**src/rtl/vector_pkg.sv**
```systemverilog
// vector_pkg: shared types and display-list entry layout
// for the vector sequencer and its optional frame timer.
package vector_pkg;

  localparam int ENTRY_W  = 26;
  localparam int COORD_W  = 12;
  localparam int EOF_BIT  = 25;
  localparam int DRAW_BIT = 24;
  localparam int Y_MSB    = 23;
  localparam int Y_LSB    = 12;
  localparam int X_MSB    = 11;
  localparam int X_LSB    = 0;

  typedef enum logic [2:0] {
    IDLE,
    FETCH,
    WAIT_DATA,
    JUMP,
    ISSUE,
    WAIT_READY,
    FRAME_END
  } seq_state_e;

  function automatic logic entry_eof(
    input logic [ENTRY_W-1:0] e
  );
    return e[EOF_BIT];
  endfunction

  function automatic logic entry_draw(
    input logic [ENTRY_W-1:0] e
  );
    return e[DRAW_BIT];
  endfunction

  function automatic logic [COORD_W-1:0] entry_x(
    input logic [ENTRY_W-1:0] e
  );
    return e[X_MSB:X_LSB];
  endfunction

  function automatic logic [COORD_W-1:0] entry_y(
    input logic [ENTRY_W-1:0] e
  );
    return e[Y_MSB:Y_LSB];
  endfunction

endpackage

```
**src/rtl/frame_timer.sv**
```systemverilog
// frame_timer: saturating cycle count from frame start;
// done once MIN_FRAME_CYC-1 cycles have elapsed.
module frame_timer #(
  parameter int MIN_FRAME_CYC = 400000
) (
  input  logic clk,
  input  logic reset_n,
  input  logic start,
  output logic done
);

  localparam int LIMIT =
    (MIN_FRAME_CYC > 1) ? MIN_FRAME_CYC - 1 : 0;
  localparam int CNT_W = $clog2(LIMIT + 2);
  localparam logic [CNT_W-1:0] LIMIT_C = CNT_W'(LIMIT);

  logic [CNT_W-1:0] count;

  // restart on frame start, otherwise count up and hold at limit
  always_ff @(posedge clk or negedge reset_n) begin
    if (!reset_n) begin
      count <= '0;
    end else if (start) begin
      count <= '0;
    end else if (count != LIMIT_C) begin
      count <= count + 1'b1;
    end
  end

  assign done = (count == LIMIT_C);

endmodule

```
**src/rtl/vector_sequencer.sv**
```systemverilog
// vector_sequencer: walks a double-buffered display list and
// feeds jump/draw points to a line engine. MIN_FRAME_TIMER_EN
// adds a minimum frame period (frame_timer sub-module).
module vector_sequencer
  import vector_pkg::*;
#(
  parameter int ADDR_W        = 10,
  parameter int MIN_FRAME_CYC = 400000
) (
  input  logic                clk,
  input  logic                reset_n,
  input  logic                enable,
  input  logic                buf_swap,
  output logic [ADDR_W:0]     mem_addr,
  output logic                mem_rd,
  input  logic [ENTRY_W-1:0]  mem_data,
  output logic [COORD_W-1:0]  x,
  output logic [COORD_W-1:0]  y,
  output logic                draw,
  output logic                jump,
  input  logic                line_ready,
  output logic                blank,
  output logic                bank,
  output logic                busy,
  output logic                frame_done
);

  if (MIN_FRAME_CYC < 1) begin : g_cfg_chk
    $error("MIN_FRAME_CYC must be at least 1");
  end

  seq_state_e        state;
  logic [ADDR_W-1:0] addr;
  logic              swap_pend;
  logic              frame_ok;

`ifdef MIN_FRAME_TIMER_EN
  logic frame_start;

  assign frame_start = enable &&
    ((state == IDLE) ||
     ((state == FRAME_END) && frame_ok));

  frame_timer #(
    .MIN_FRAME_CYC (MIN_FRAME_CYC)
  ) u_frame_timer (
    .clk     (clk),
    .reset_n (reset_n),
    .start   (frame_start),
    .done    (frame_ok)
  );
`else
  assign frame_ok = 1'b1;
`endif

  assign mem_addr = {bank, addr};

  // sequencer FSM with registered strobes and point outputs
  always_ff @(posedge clk or negedge reset_n) begin
    if (!reset_n) begin
      state      <= IDLE;
      addr       <= '0;
      bank       <= 1'b0;
      swap_pend  <= 1'b0;
      x          <= '0;
      y          <= '0;
      draw       <= 1'b0;
      jump       <= 1'b0;
      mem_rd     <= 1'b0;
      frame_done <= 1'b0;
      busy       <= 1'b0;
      blank      <= 1'b1;
    end else begin
      mem_rd     <= 1'b0;
      draw       <= 1'b0;
      jump       <= 1'b0;
      frame_done <= 1'b0;
      if (buf_swap) begin
        swap_pend <= 1'b1;
      end
      unique case (state)
        IDLE: begin
          if (enable) begin
            addr   <= '0;
            mem_rd <= 1'b1;
            busy   <= 1'b1;
            state  <= FETCH;
          end
        end
        FETCH: begin
          state <= WAIT_DATA;
        end
        WAIT_DATA: begin
          if (entry_eof(mem_data)) begin
            state <= FRAME_END;
          end else begin
            x <= entry_x(mem_data);
            y <= entry_y(mem_data);
            if (entry_draw(mem_data)) begin
              blank <= 1'b0;
              state <= ISSUE;
            end else begin
              blank <= 1'b1;
              jump  <= 1'b1;
              state <= JUMP;
            end
          end
        end
        JUMP: begin
          state <= ISSUE;
        end
        ISSUE: begin
          if (line_ready) begin
            draw  <= 1'b1;
            state <= WAIT_READY;
          end
        end
        WAIT_READY: begin
          // draw is still high in the first cycle: ignore ready
          if (!draw && line_ready) begin
            if (&addr) begin
              state <= FRAME_END;
            end else begin
              addr   <= addr + 1'b1;
              mem_rd <= 1'b1;
              state  <= FETCH;
            end
          end
        end
        FRAME_END: begin
          if (frame_ok) begin
            frame_done <= 1'b1;
            bank       <= bank ^ (swap_pend | buf_swap);
            swap_pend  <= 1'b0;
            addr       <= '0;
            blank      <= 1'b1;
            if (enable) begin
              mem_rd <= 1'b1;
              state  <= FETCH;
            end else begin
              busy  <= 1'b0;
              state <= IDLE;
            end
          end
        end
        default: begin
          state <= IDLE;
        end
      endcase
    end
  end

endmodule

```
**config.mk**
```make
export PLATFORM = sky130hd
export DESIGN_NAME = vector_sequencer
export DESIGN_NICKNAME = d
export VERILOG_FILES = /design/src/rtl/vector_pkg.sv /design/src/rtl/frame_timer.sv /design/src/rtl/vector_sequencer.sv
export SDC_FILE = /design/constraint.sdc
export NUM_CORES = 1
export LEC_CHECK = 0
export CORE_ASPECT_RATIO = 1.4
export CORE_UTILIZATION = 61
export CTS_CLUSTER_DIAMETER = 40
export DETAILED_ROUTE_END_ITERATION = 10
export DONT_BUFFER_PORTS = 1
export GPL_TIMING_DRIVEN = 1
export HOLD_SLACK_MARGIN = 0.08
export PLACE_DENSITY = 0.78
export SLEW_MARGIN = 25
export SYNTH_ARGS = -nofsm -noshare
export SYNTH_HDL_FRONTEND = slang
export SYNTH_SLANG_ARGS = --single-unit
```
**constraint.sdc**
```tcl
create_clock -name clk -period 2.3 [get_ports clk]
set_clock_uncertainty 0.15 [all_clocks]
set_input_delay 0.23 -clock clk [delete_from_list [all_inputs] [get_ports clk]]
set_output_delay 0.23 -clock clk [all_outputs]
set_load 0.01 [all_outputs]
```
==> results of run 1 <==
-- flip-flops by register name, summed over array words and instances (netlist names) --
name and cells:
draw 1, jump 1, frame_done 1, swap_pend 1
mem_rd 1, busy 1, addr 10, blank 1
y 12, bank 1, state 3, x 12
-- cell usage after synthesis, drive strengths merged (2+ instances only) --
cell    number
or2          2
nand4        4
inv          5
dfrtp       44
clkbuf       7
or4          3
nand3        4
nand3b       2
nand2b       2
buf          5
nor3         3
or3          6
o211ai       2
a211oi       2
nor2         9
o21ai       11
nand2       82
a21oi        7
nor4         2
xnor2        3
-- worst max path at each step --
stage               slack (ns)      end  startpoint
floorplan                 0.39  addr[2]     addr[0]
global placement          0.25  addr[7]    state[0]
detailed placement        0.12  addr[4]    state[0]
finish                    0.21  addr[4]    state[0]
global route              0.04  addr[4]     addr[3]
CTS                       0.11  addr[4]    state[0]
-- worst max-delay path: stages (launching register included) --
cell and delay (ns):
sky130_fd_sc_hd__dfrtp_2 0.44, sky130_fd_sc_hd__buf_4 0.16, sky130_fd_sc_hd__nor2b_1 0.16, sky130_fd_sc_hd__nand4_1 0.15, sky130_fd_sc_hd__a21o_1 0.26, sky130_fd_sc_hd__buf_4 0.19
sky130_fd_sc_hd__or3_1 0.35, sky130_fd_sc_hd__a21oi_1 0.16
-- metal layers --
layer  track usage [%]  wire length (microns)  vias to the layer above
met5                 0                      0                        -
met2             56.89                   2784                       81
met3             10.53                    329                       16
met4             15.12                    141                        0
met1             35.40                   1981                      882
li1                  -                      -                      813
-- metrics by stage --
| stage | instance area (sq um) | setup slack, ns |
|---|---|---|
| floorplan | 1992 | 0.3941 |
| global placement | 2082 | 0.2458 |
| detailed placement | 2082 | 0.1163 |
| CTS | 2499 | 0.1067 |
| global route | 2506 | 0.04314 |
| finish | 2506 | 0.2056 |
-- layout make-up --
| type | instances | share of cell area, % |
|---|---|---|
| inverters | 5 | 0.7489 |
| well taps | 39 | 1.947 |
| clock inverters | 2 | 0.5492 |
| multi-input cells | 159 | 32.05 |
| flip-flops and latches | 45 | 45.03 |
| clock buffers | 6 | 3.295 |
| repair buffers | 43 | 16.38 |
-- where the power goes --
part           internal [W]  total, W  switching [W]  leakage (nW)
registers           0.00107   0.00139       0.000323         0.572
clock network      0.000244  0.000513       0.000269        0.0512
logic              0.000325  0.000788       0.000463         0.569
total               0.00164   0.00269        0.00106          1.19
-- cell families after synthesis --
family / count (synthesis) / share of synthesized area, %
compound gates: 31 / 9.987
xor+xnor: 3 / 1.319
fa+ha+maj: 1 / 0.6280
buf+inv: 17 / 3.644
flops: 45 / 56.60
simple gates: 124 / 27.83
-- what timing repair did --
item | in CTS | in global routing
buffers inserted | 0 | 0
endpoints found under the setup margin | 0 | 3
hold buffers | 31 | 0
gates resized for setup | 0 | 2
hold endpoints to repair | 79 | 0
==> results.ini, run 1 <==
[hold_path]
hp-class=primary input to flop
launch_point_of_the_worst_hold_path=enable
worst_hold_path.num_cells=3
min_delay_worst_endpoint=state[0]

[grt]
grt_max_degree=46
grt_antenna_before_repair=0
first_global_vias=1862
grt_overflow=0
global_route.usage.total_pct=32.86
grt_pass1_wl_mm=8.493

[final_layout]
mostFrequentLayoutCells=82 x sky130_fd_sc_hd__nand2_1, 43 x sky130_fd_sc_hd__dfrtp_1, 30 x sky130_fd_sc_hd__dlygate4sd3_1
layout_cell_share_with_drive_strength_beyond_1_pct=10.00
seqCellArea_sq_um=1129
final_nets=291
layout.cells.non_filler=299
utilization_pct=80.25
layout.cells.most_common=sky130_fd_sc_hd__nand2_1
multiInputGateArea_sq_um=803.3
diodes=0
area.growth.synth_to_final_pct=25.82
fillerInstances=196

[yosys]
synthDominantCellAreaShare_pct=55.28
yosys_most_used_dff=sky130_fd_sc_hd__dfrtp_1
synth_edf_count=0
async_reset_ff_share_pct=100.0
yosysWarningCount=0
number_of_standard_cells_after_synthesis=221
synth_area_leaders=sky130_fd_sc_hd__dfrtp_1 55%, sky130_fd_sc_hd__nand2_1 15%, sky130_fd_sc_hd__o21ai_0 2.8%, sky130_fd_sc_hd__or3_1 1.9%, sky130_fd_sc_hd__a21oi_1 1.8%
post_synth_num_cell_types=38
netlist_area_sq_um=1992
synth.net_count=253
synth.ff_latch_count=45
synth_top_area_cell=sky130_fd_sc_hd__dfrtp_1
synth_sequential_area_ratio_pct=56.60
syn_area_per_cell_sq_um=9.013

[timing]
final_period_minus_worst_setup_slack_ns=2.094
tightestPinTransition_ns=0.4871
upper_clock_frequency_limit_mhz=477.5
maxSlewViolCount=0
hold_ws_ns=0.09776
post-route-period-util_pct=91.06
unrepaired_setup_endpoints_after_global_routing=false
finalSetupViolations=0
fin_tns_setup_ns=0
finalHoldViolCount=0
relSlewSlack_pct=66.69

[clocking]
ctsLongestPathBuffers=2
cts_made_buffers=5
cts.clk_slew.worst_paths_ns=0.09
cts_root_buffer=sky130_fd_sc_hd__clkbuf_8
sink_count_of_the_clock_tree=45
tritoncts=done
h_tree_levels=2
worstSkewPairLatency_ns=0.30

[setup_path]
worst-endpoint-arrival_ns=2.17
r2r-end=addr[4]
critical_path.reg2reg.startpoint=state[0]
worst-setup-path-type=flop to flop
path_max_fanout=9
worstSetupEndpointType=flop
ff2ff_path_depth=7
crit_required_ns=2.38
rrSetupSlack_ns=0.21
critical_path.startpoint_type=flop

[floorplan]
ioPinCount=73
initial_utilization_pct=63.78
die_h_microns=69.62
core-area_sq_um=3123
floorplan.die.width_microns=50.30
fp-row-count=24
floorplan.die_area_sq_um=3501

[detailed_routing]
post-route-drc-count=0
route.detailed.vias_per_inst=5.993
initialDrtViolationCount=47
antenna_left=0
drt-wirelength-per-cell_microns=17.52
routed_wl_mm=5.237
vias=1792
detail_route.first_pass.iterations=4

[power_and_ir_drop]
worst_ir_drop_vdd_v=0.0009645
final_total_pwr_w=0.002691
static-leakage-power_nw=1.192
powerDensity_nw_per_um2=1074

[placement]
gpl.final_weighted_congestion=0.8519
port_buffers=0
place.detailed.instances=260
place.detailed.hpwl_mm=3.078

[run]
maximum_capacitance_violations=0

[run_status]
outcome=finished, final reports clean

Power figures use the tool's default switching activity.
==> inputs of run 2 (changes only) <==
--- a/config.mk
+++ b/config.mk
@@ -11,7 +11,7 @@
 export DETAILED_ROUTE_END_ITERATION = 10
 export DONT_BUFFER_PORTS = 1
 export GPL_TIMING_DRIVEN = 1
-export HOLD_SLACK_MARGIN = 0.08
+export HOLD_SLACK_MARGIN = 0.1
 export PLACE_DENSITY = 0.78
 export SLEW_MARGIN = 25
 export SYNTH_ARGS = -nofsm -noshare
==> constraint.sdc (replaced) <==
create_clock -name clk -period 2.1 [get_ports clk]
set_clock_uncertainty 0.15 [all_clocks]
set_input_delay 0.21 -clock clk [delete_from_list [all_inputs] [get_ports clk]]
set_output_delay 0.21 -clock clk [all_outputs]
set_load 0.01 [all_outputs]
==> results.ini, run 2 (synthesis gave the netlist of run 1 again) <==
[run_status]
outcome=finished, final reports clean

[floorplan]
ioPinCount=73  ; unchanged
core-area_sq_um=3123  ; unchanged
initial_utilization_pct=63.78  ; unchanged
floorplan.die_area_sq_um=3501  ; unchanged
floorplan.die.width_microns=50.30  ; unchanged
fp-row-count=24  ; unchanged
die_h_microns=69.62  ; unchanged

[final_layout]
reg_top3=x x12, y x12, addr x10
seqCellArea_sq_um=1130  ; +0.11%
multiInputGateArea_sq_um=830.8  ; +3.4%
layout.cells.most_common=sky130_fd_sc_hd__nand2_1
mostFrequentLayoutCells=82 x sky130_fd_sc_hd__nand2_1, 42 x sky130_fd_sc_hd__dfrtp_1, 31 x sky130_fd_sc_hd__dlygate4sd3_1
diodes=0  ; unchanged
utilization_pct=82.57  ; +2.3 points
stdcell_area_sq_um=2579  ; +2.9%
area.growth.synth_to_final_pct=29.46
final_nets=297  ; +2.1%
layout_cell_share_with_drive_strength_beyond_1_pct=13.53  ; +3.5 points
fillerInstances=177  ; -9.7%

[power_and_ir_drop]
netSwitchingPower_w=0.001191  ; +13%
internal-power_w=0.001827  ; +12%
worst_ir_drop_vdd_v=0.0009717  ; +0.75%
clock_share_of_power_pct=17.5  ; -1.6 points
share_seq_of_total_power_pct=50.1  ; -1.6 points
static-leakage-power_nw=1.218  ; +2.3%
p_sw_share_pct=39.46  ; +0.24 points
powerDensity_nw_per_um2=1170  ; +9.0%
pwr-share-comb_pct=32.4  ; +3.1 points

[hold_path]
hp-class=primary input to flop
launch_point_of_the_worst_hold_path=line_ready

[detailed_routing]
drt-wirelength-per-cell_microns=18.21  ; +4.0%
route.detailed.vias_per_inst=6.111  ; +2.0%
detail_route.wirelength.met1_mm=1.903  ; -3.9%
antenna_left=0  ; unchanged
vias=1864  ; +4.0%
initialDrtViolationCount=64  ; +36%
post-route-drc-count=0  ; unchanged
routed_wl_mm=5.554  ; +6.1%
routed-wl-met2_mm=3.047  ; +9.4%
dr_wl_met3_microns=427  ; +30%
detail_route.first_pass.iterations=4  ; unchanged
top_layer=met4

[placement]
dpl-instance-area_sq_um=2112  ; +1.4%
place.detailed.hpwl_mm=3.176  ; +3.2%
gpl.final_weighted_congestion=0.8523  ; about the same
port_buffers=0  ; unchanged

[grt]
grt_max_degree=46  ; unchanged
global_route.usage.total_pct=35.20  ; +2.3 points
first_global_vias=1914  ; +2.8%
grt_pass1_wl_mm=8.942  ; +5.3%
grt_antenna_before_repair=0  ; unchanged
grt_overflow=0  ; unchanged

[setup_path]
slowest_stage=sky130_fd_sc_hd__dfrtp_1
max_stage_delay_ns=0.40  ; -0.04 ns
critical_path.cell_chain=buf_6 > and3b_2 > nor2_1 > a21o_1 > buf_4 > or3_1 > a21oi_1
worst-setup-path-type=flop to flop
critical_path.reg2reg.startpoint=state[0]
path_max_fanout=12  ; +3
worstSetupEndpointType=flop
critical_path.startpoint=state[0]
worst-endpoint-arrival_ns=2.11  ; -0.06 ns
crit_required_ns=2.17  ; -0.21 ns
critical_path.startpoint_type=flop

[timing]
upper_clock_frequency_limit_mhz=490.8  ; +2.8%
final_period_minus_worst_setup_slack_ns=2.038  ; -0.05684 ns
tightestPinTransition_ns=0.5415  ; +0.05447 ns
post-route-period-util_pct=97.03  ; +6.0 points
maxSlewViolCount=0  ; unchanged
finalHoldViolCount=0  ; unchanged
relSlewSlack_pct=62.96  ; -3.7 points
finalSetupViolations=0  ; unchanged

[clocking]
sink_count_of_the_clock_tree=45  ; unchanged
worstSkewPairLatency_ns=0.30  ; about the same
cts.clk_slew.worst_paths_ns=0.09  ; about the same
ctsLongestPathBuffers=2  ; unchanged
h_tree_levels=2  ; unchanged
cts_made_buffers=5  ; unchanged
cts_root_buffer=sky130_fd_sc_hd__clkbuf_8
tritoncts=done

[run]
maximum_capacitance_violations=0  ; unchanged

-- run 2: changes by cell type in the layout (fill, tap and decap cells not counted), sizes merged --
cell         previous run  this run
clkbuf                  6         7
buf                    13        18
clkinv                  2         1
dlygate4sd3            30        31
-- run 2: path summary, 6_finish.rpt --
check / slack, ns / endpoint / cells after the start
worst min-delay path: 0.11 / addr[0] / 3
worst max-delay path: 0.06 / addr[6] / 7
worst max register to register: 0.06 / addr[6] / 7
worst min register to register: 0.36 / swap_pend / 2
max in group asynchronous: 1.32 / blank / 2
min in group asynchronous: 0.21 / addr[2] / 2
-- run 2: what timing repair did --
action                                  4_1_cts  5_1_grt
hold buffers                                 32        0
endpoints found under the hold margin        79        0
gates resized for setup                       0       12
setup buffers                                 0        1
endpoints found under the setup margin        0        8
-- run 2: cell type report --
type	instances	share of cell area [%]
Inverter	5	0.7278
Timing Repair Buffer	49	18.05
Tap cell	39	1.892
Clock buffer	7	2.960
Clock inverter	1	0.3396
Multi-Input combinational cell	159	32.22
Sequential cell	45	43.81
-- run 2: power groups by stage --
stage / sequential [W] / combinational (W) / clock (W)
final: 0.00151 / 0.000978 / 0.000528
after global routing: 0.00154 / 0.00108 / 0.000565
after CTS: 0.00150 / 0.000881 / 0.000530
after detailed placement: 0.00150 / 0.000804 / 0
after global placement: 0.00150 / 0.000741 / 0
after floorplan: 0.00147 / 0.000562 / 0
-- run 2: critical path, delay by kind of cell (launching register included) --
kind                   cells  cell delay, ns
buffers and inverters      2            0.33
AO/OA/AOI/OAI              2            0.40
flip-flops                 1            0.40
AND/OR/NAND/NOR            3            0.68
-- run 2: stage by stage --
step / setup TNS [ns] / std cells / hold WS, ns / setup WS [ns] / power (W)
finish: 0 / 305 / 0.1124 / 0.06243 / 0.003018
global route: -0.06330 / 305 / 0.1537 / -0.04662 / 0.003192
CTS: 0 / 304 / 0.1220 / 0.04366 / 0.002907
detailed placement: 0 / 264 / -0.2348 / 0.05886 / 0.002307
global placement: 0 / 264 / -0.2347 / 0.1706 / 0.002242
floorplan: 0 / 221 / -0.2356 / 0.1941 / 0.002035
-- run 2: per-layer routing --
layer  track usage (%)  vias to the layer above
li1                  -                      829
met1             36.90                      909
met2             61.93                      111
met3             11.40                       15
met4             16.05                        0
met5                 0                        -
==> inputs of run 3 (changes only) <==
--- a/config.mk
+++ b/config.mk
@@ -6,13 +6,13 @@
 export NUM_CORES = 1
 export LEC_CHECK = 0
 export CORE_ASPECT_RATIO = 1.4
-export CORE_UTILIZATION = 61
+export CORE_UTILIZATION = 30
 export CTS_CLUSTER_DIAMETER = 40
 export DETAILED_ROUTE_END_ITERATION = 10
 export DONT_BUFFER_PORTS = 1
 export GPL_TIMING_DRIVEN = 1
 export HOLD_SLACK_MARGIN = 0.1
-export PLACE_DENSITY = 0.78
+export PLACE_DENSITY = 0.45
 export SLEW_MARGIN = 25
 export SYNTH_ARGS = -nofsm -noshare
 export SYNTH_HDL_FRONTEND = slang
==> constraint.sdc (replaced) <==
create_clock -name clk -period 2.39 [get_ports clk]
set_clock_uncertainty 0.15 [all_clocks]
set_input_delay 0.239 -clock clk [delete_from_list [all_inputs] [get_ports clk]]
set_output_delay 0.239 -clock clk [all_outputs]
set_load 0.01 [all_outputs]
==> results.ini, run 3 (synthesis gave the netlist of run 1 again) <==
[run_status]
outcome=finished, violations left
violations=design-rule violations

[floorplan]
floorplan.die.width_microns=70.87  ; +41%
ioPinCount=73  ; unchanged
initial_utilization_pct=31.64  ; -32 points
die_h_microns=98.41  ; +41%
floorplan.die_area_sq_um=6974  ; +99%
fp-row-count=34  ; +42%
core-area_sq_um=6296  ; +100%

[hold_path]
hp-class=primary input to flop

[setup_path]
crit_required_ns=2.41  ; +0.24 ns
worst-endpoint-arrival_ns=2.29  ; +0.18 ns
critical-path-top-delay-family=compound AO/OA/AOI/OAI gates
worstSetupEndpointType=flop
max_stage_delay_ns=0.65  ; +0.25 ns
worst-path-buf-inv=1  ; -1
crit_path_frequent_cell=sky130_fd_sc_hd__nor2_1
worst-setup-path-type=flop to flop
path_max_fanout=6  ; -6
slowest_stage=sky130_fd_sc_hd__a2111oi_0
critical_path.cell_chain=nor4b_1 > nor2_1 > a2111oi_0 > buf_4 > xnor2_1 > nor2_1
critical_path.startpoint_type=flop

[timing]
finalSetupViolations=0  ; unchanged
upper_clock_frequency_limit_mhz=441.3  ; -10%
final_period_minus_worst_setup_slack_ns=2.266  ; +0.2282 ns
tightestPinTransition_ns=0.6366  ; +0.09500 ns
relSlewSlack_pct=56.47  ; -6.5 points
finalHoldViolCount=0  ; unchanged
unrepaired_setup_endpoints_after_global_routing=false
fin_tns_setup_ns=0  ; unchanged
post-route-period-util_pct=94.80  ; -2.2 points
maxSlewViolCount=0  ; unchanged

[grt]
grt_pass1_wl_mm=8.155  ; -8.8%
first_global_vias=1737  ; -9.2%
grt_antenna_before_repair=0  ; unchanged
grt_overflow=0  ; unchanged
grt_max_degree=46  ; unchanged
global_route.usage.total_pct=15.26  ; -20 points

[final_layout]
multiInputGateArea_sq_um=797.0  ; -4.1%
utilization_pct=40.70  ; -42 points
layout.cells.most_common=sky130_fd_sc_hd__nand2_1
mostFrequentLayoutCells=82 x sky130_fd_sc_hd__nand2_1, 44 x sky130_fd_sc_hd__dfrtp_1, 30 x sky130_fd_sc_hd__dlygate4sd3_1
fillerInstances=618  ; +250%
layout_cell_share_with_drive_strength_beyond_1_pct=8.846  ; -4.7 points
final_nets=291  ; -2.0%
seqCellArea_sq_um=1127  ; -0.22%
diodes=0  ; unchanged
reg_top3=x x12, y x12, addr x10
area.growth.synth_to_final_pct=28.64

[placement]
port_buffers=0  ; unchanged
place.detailed.hpwl_mm=3.296  ; +3.8%
gpl.final_weighted_congestion=0.7833  ; -8.1%

[clocking]
cts_made_buffers=5  ; unchanged
worstSkewPairLatency_ns=0.30  ; about the same
cts.clk_slew.worst_paths_ns=0.09  ; about the same
sink_count_of_the_clock_tree=45  ; unchanged
cts_hold_buffers=31  ; -3.1%
cts.repair_timing.setup_buffer_count=0  ; unchanged
cts_root_buffer=sky130_fd_sc_hd__clkbuf_8
tritoncts=done
cts.repair.resized=0  ; unchanged
ctsLongestPathBuffers=2  ; unchanged
h_tree_levels=2  ; unchanged

[detailed_routing]
antenna_left=0  ; unchanged
top_layer=met4
post-route-drc-count=2  ; +2
routed-wl-met2_mm=2.621  ; -14%
initialDrtViolationCount=70  ; +9.4%
dr_wl_met3_microns=277  ; -35%
drt-wirelength-per-cell_microns=14.82  ; -19%
detail_route.wirelength.met1_mm=1.906  ; +0.16%
vias=1657  ; -11%
routed_wl_mm=4.920  ; -11%
route.detailed.vias_per_inst=4.991  ; -18%
detail_route.first_pass.iterations=9  ; +5

[power_and_ir_drop]
powerDensity_nw_per_um2=1013  ; -13%
static-leakage-power_nw=1.200  ; -1.5%
final_total_pwr_w=0.002596  ; -14%
worst_ir_drop_vdd_v=0.0004681  ; -52%

[run]
maximum_capacitance_violations=0  ; unchanged

## run 3: worst paths after layout
| check | start | endpoint | slack [ns] | depth (start not counted) |
|---|---|---|---|---|
| min in group asynchronous | reset_n | mem_rd | 0.27 | 2 |
| setup reg to reg | state[0] | addr[9] | 0.12 | 6 |
| max in group asynchronous | reset_n | blank | 1.54 | 2 |
| hold / removal | line_ready | mem_rd | 0.10 | 3 |
| setup / recovery | state[0] | addr[9] | 0.12 | 6 |
| hold reg to reg | swap_pend | swap_pend | 0.35 | 2 |
## run 3: where the power goes
part	switching [W]	total [W]	internal (W)
logic	0.000401	0.000692	0.000291
registers	0.000293	0.00132	0.00103
clock network	0.000272	0.000586	0.000314
total	0.000966	0.00260	0.00163
## run 3: final cells by class
cell class,instances,area share (%)
Sequential cell,45,43.99
Multi-Input combinational cell,159,31.10
Timing Repair Buffer,43,16.31
Tap cell,72,3.516
Clock buffer,6,2.832
Clock inverter,2,1.514
Inverter,5,0.7324
## run 3: worst min-delay path, cell delays in order
cell and delay [ns]:
sky130_fd_sc_hd__nand4_1 0.10, sky130_fd_sc_hd__or2_2 0.13, sky130_fd_sc_hd__nand2_1 0.04
## run 3: metrics by stage
step	instances	worst slack, ns	hold slack, ns	instance area, sq um
after global routing	332	0.01570	0.1481	2562
after floorplan	221	0.4841	-0.2066	1992
final	332	0.1242	0.1027	2562
after global placement	293	0.1549	-0.2054	2123
after detailed placement	293	0.1423	-0.2053	2123
after CTS	332	0.1261	0.1013	2562
## run 3: routing by layer
metal / GRT usage (%) / vias up
li1: - / 814
met5: 0 / -
met1: 15.36 / 772
met2: 28.40 / 61
met3: 4.397 / 10
met4: 7.231 / 0
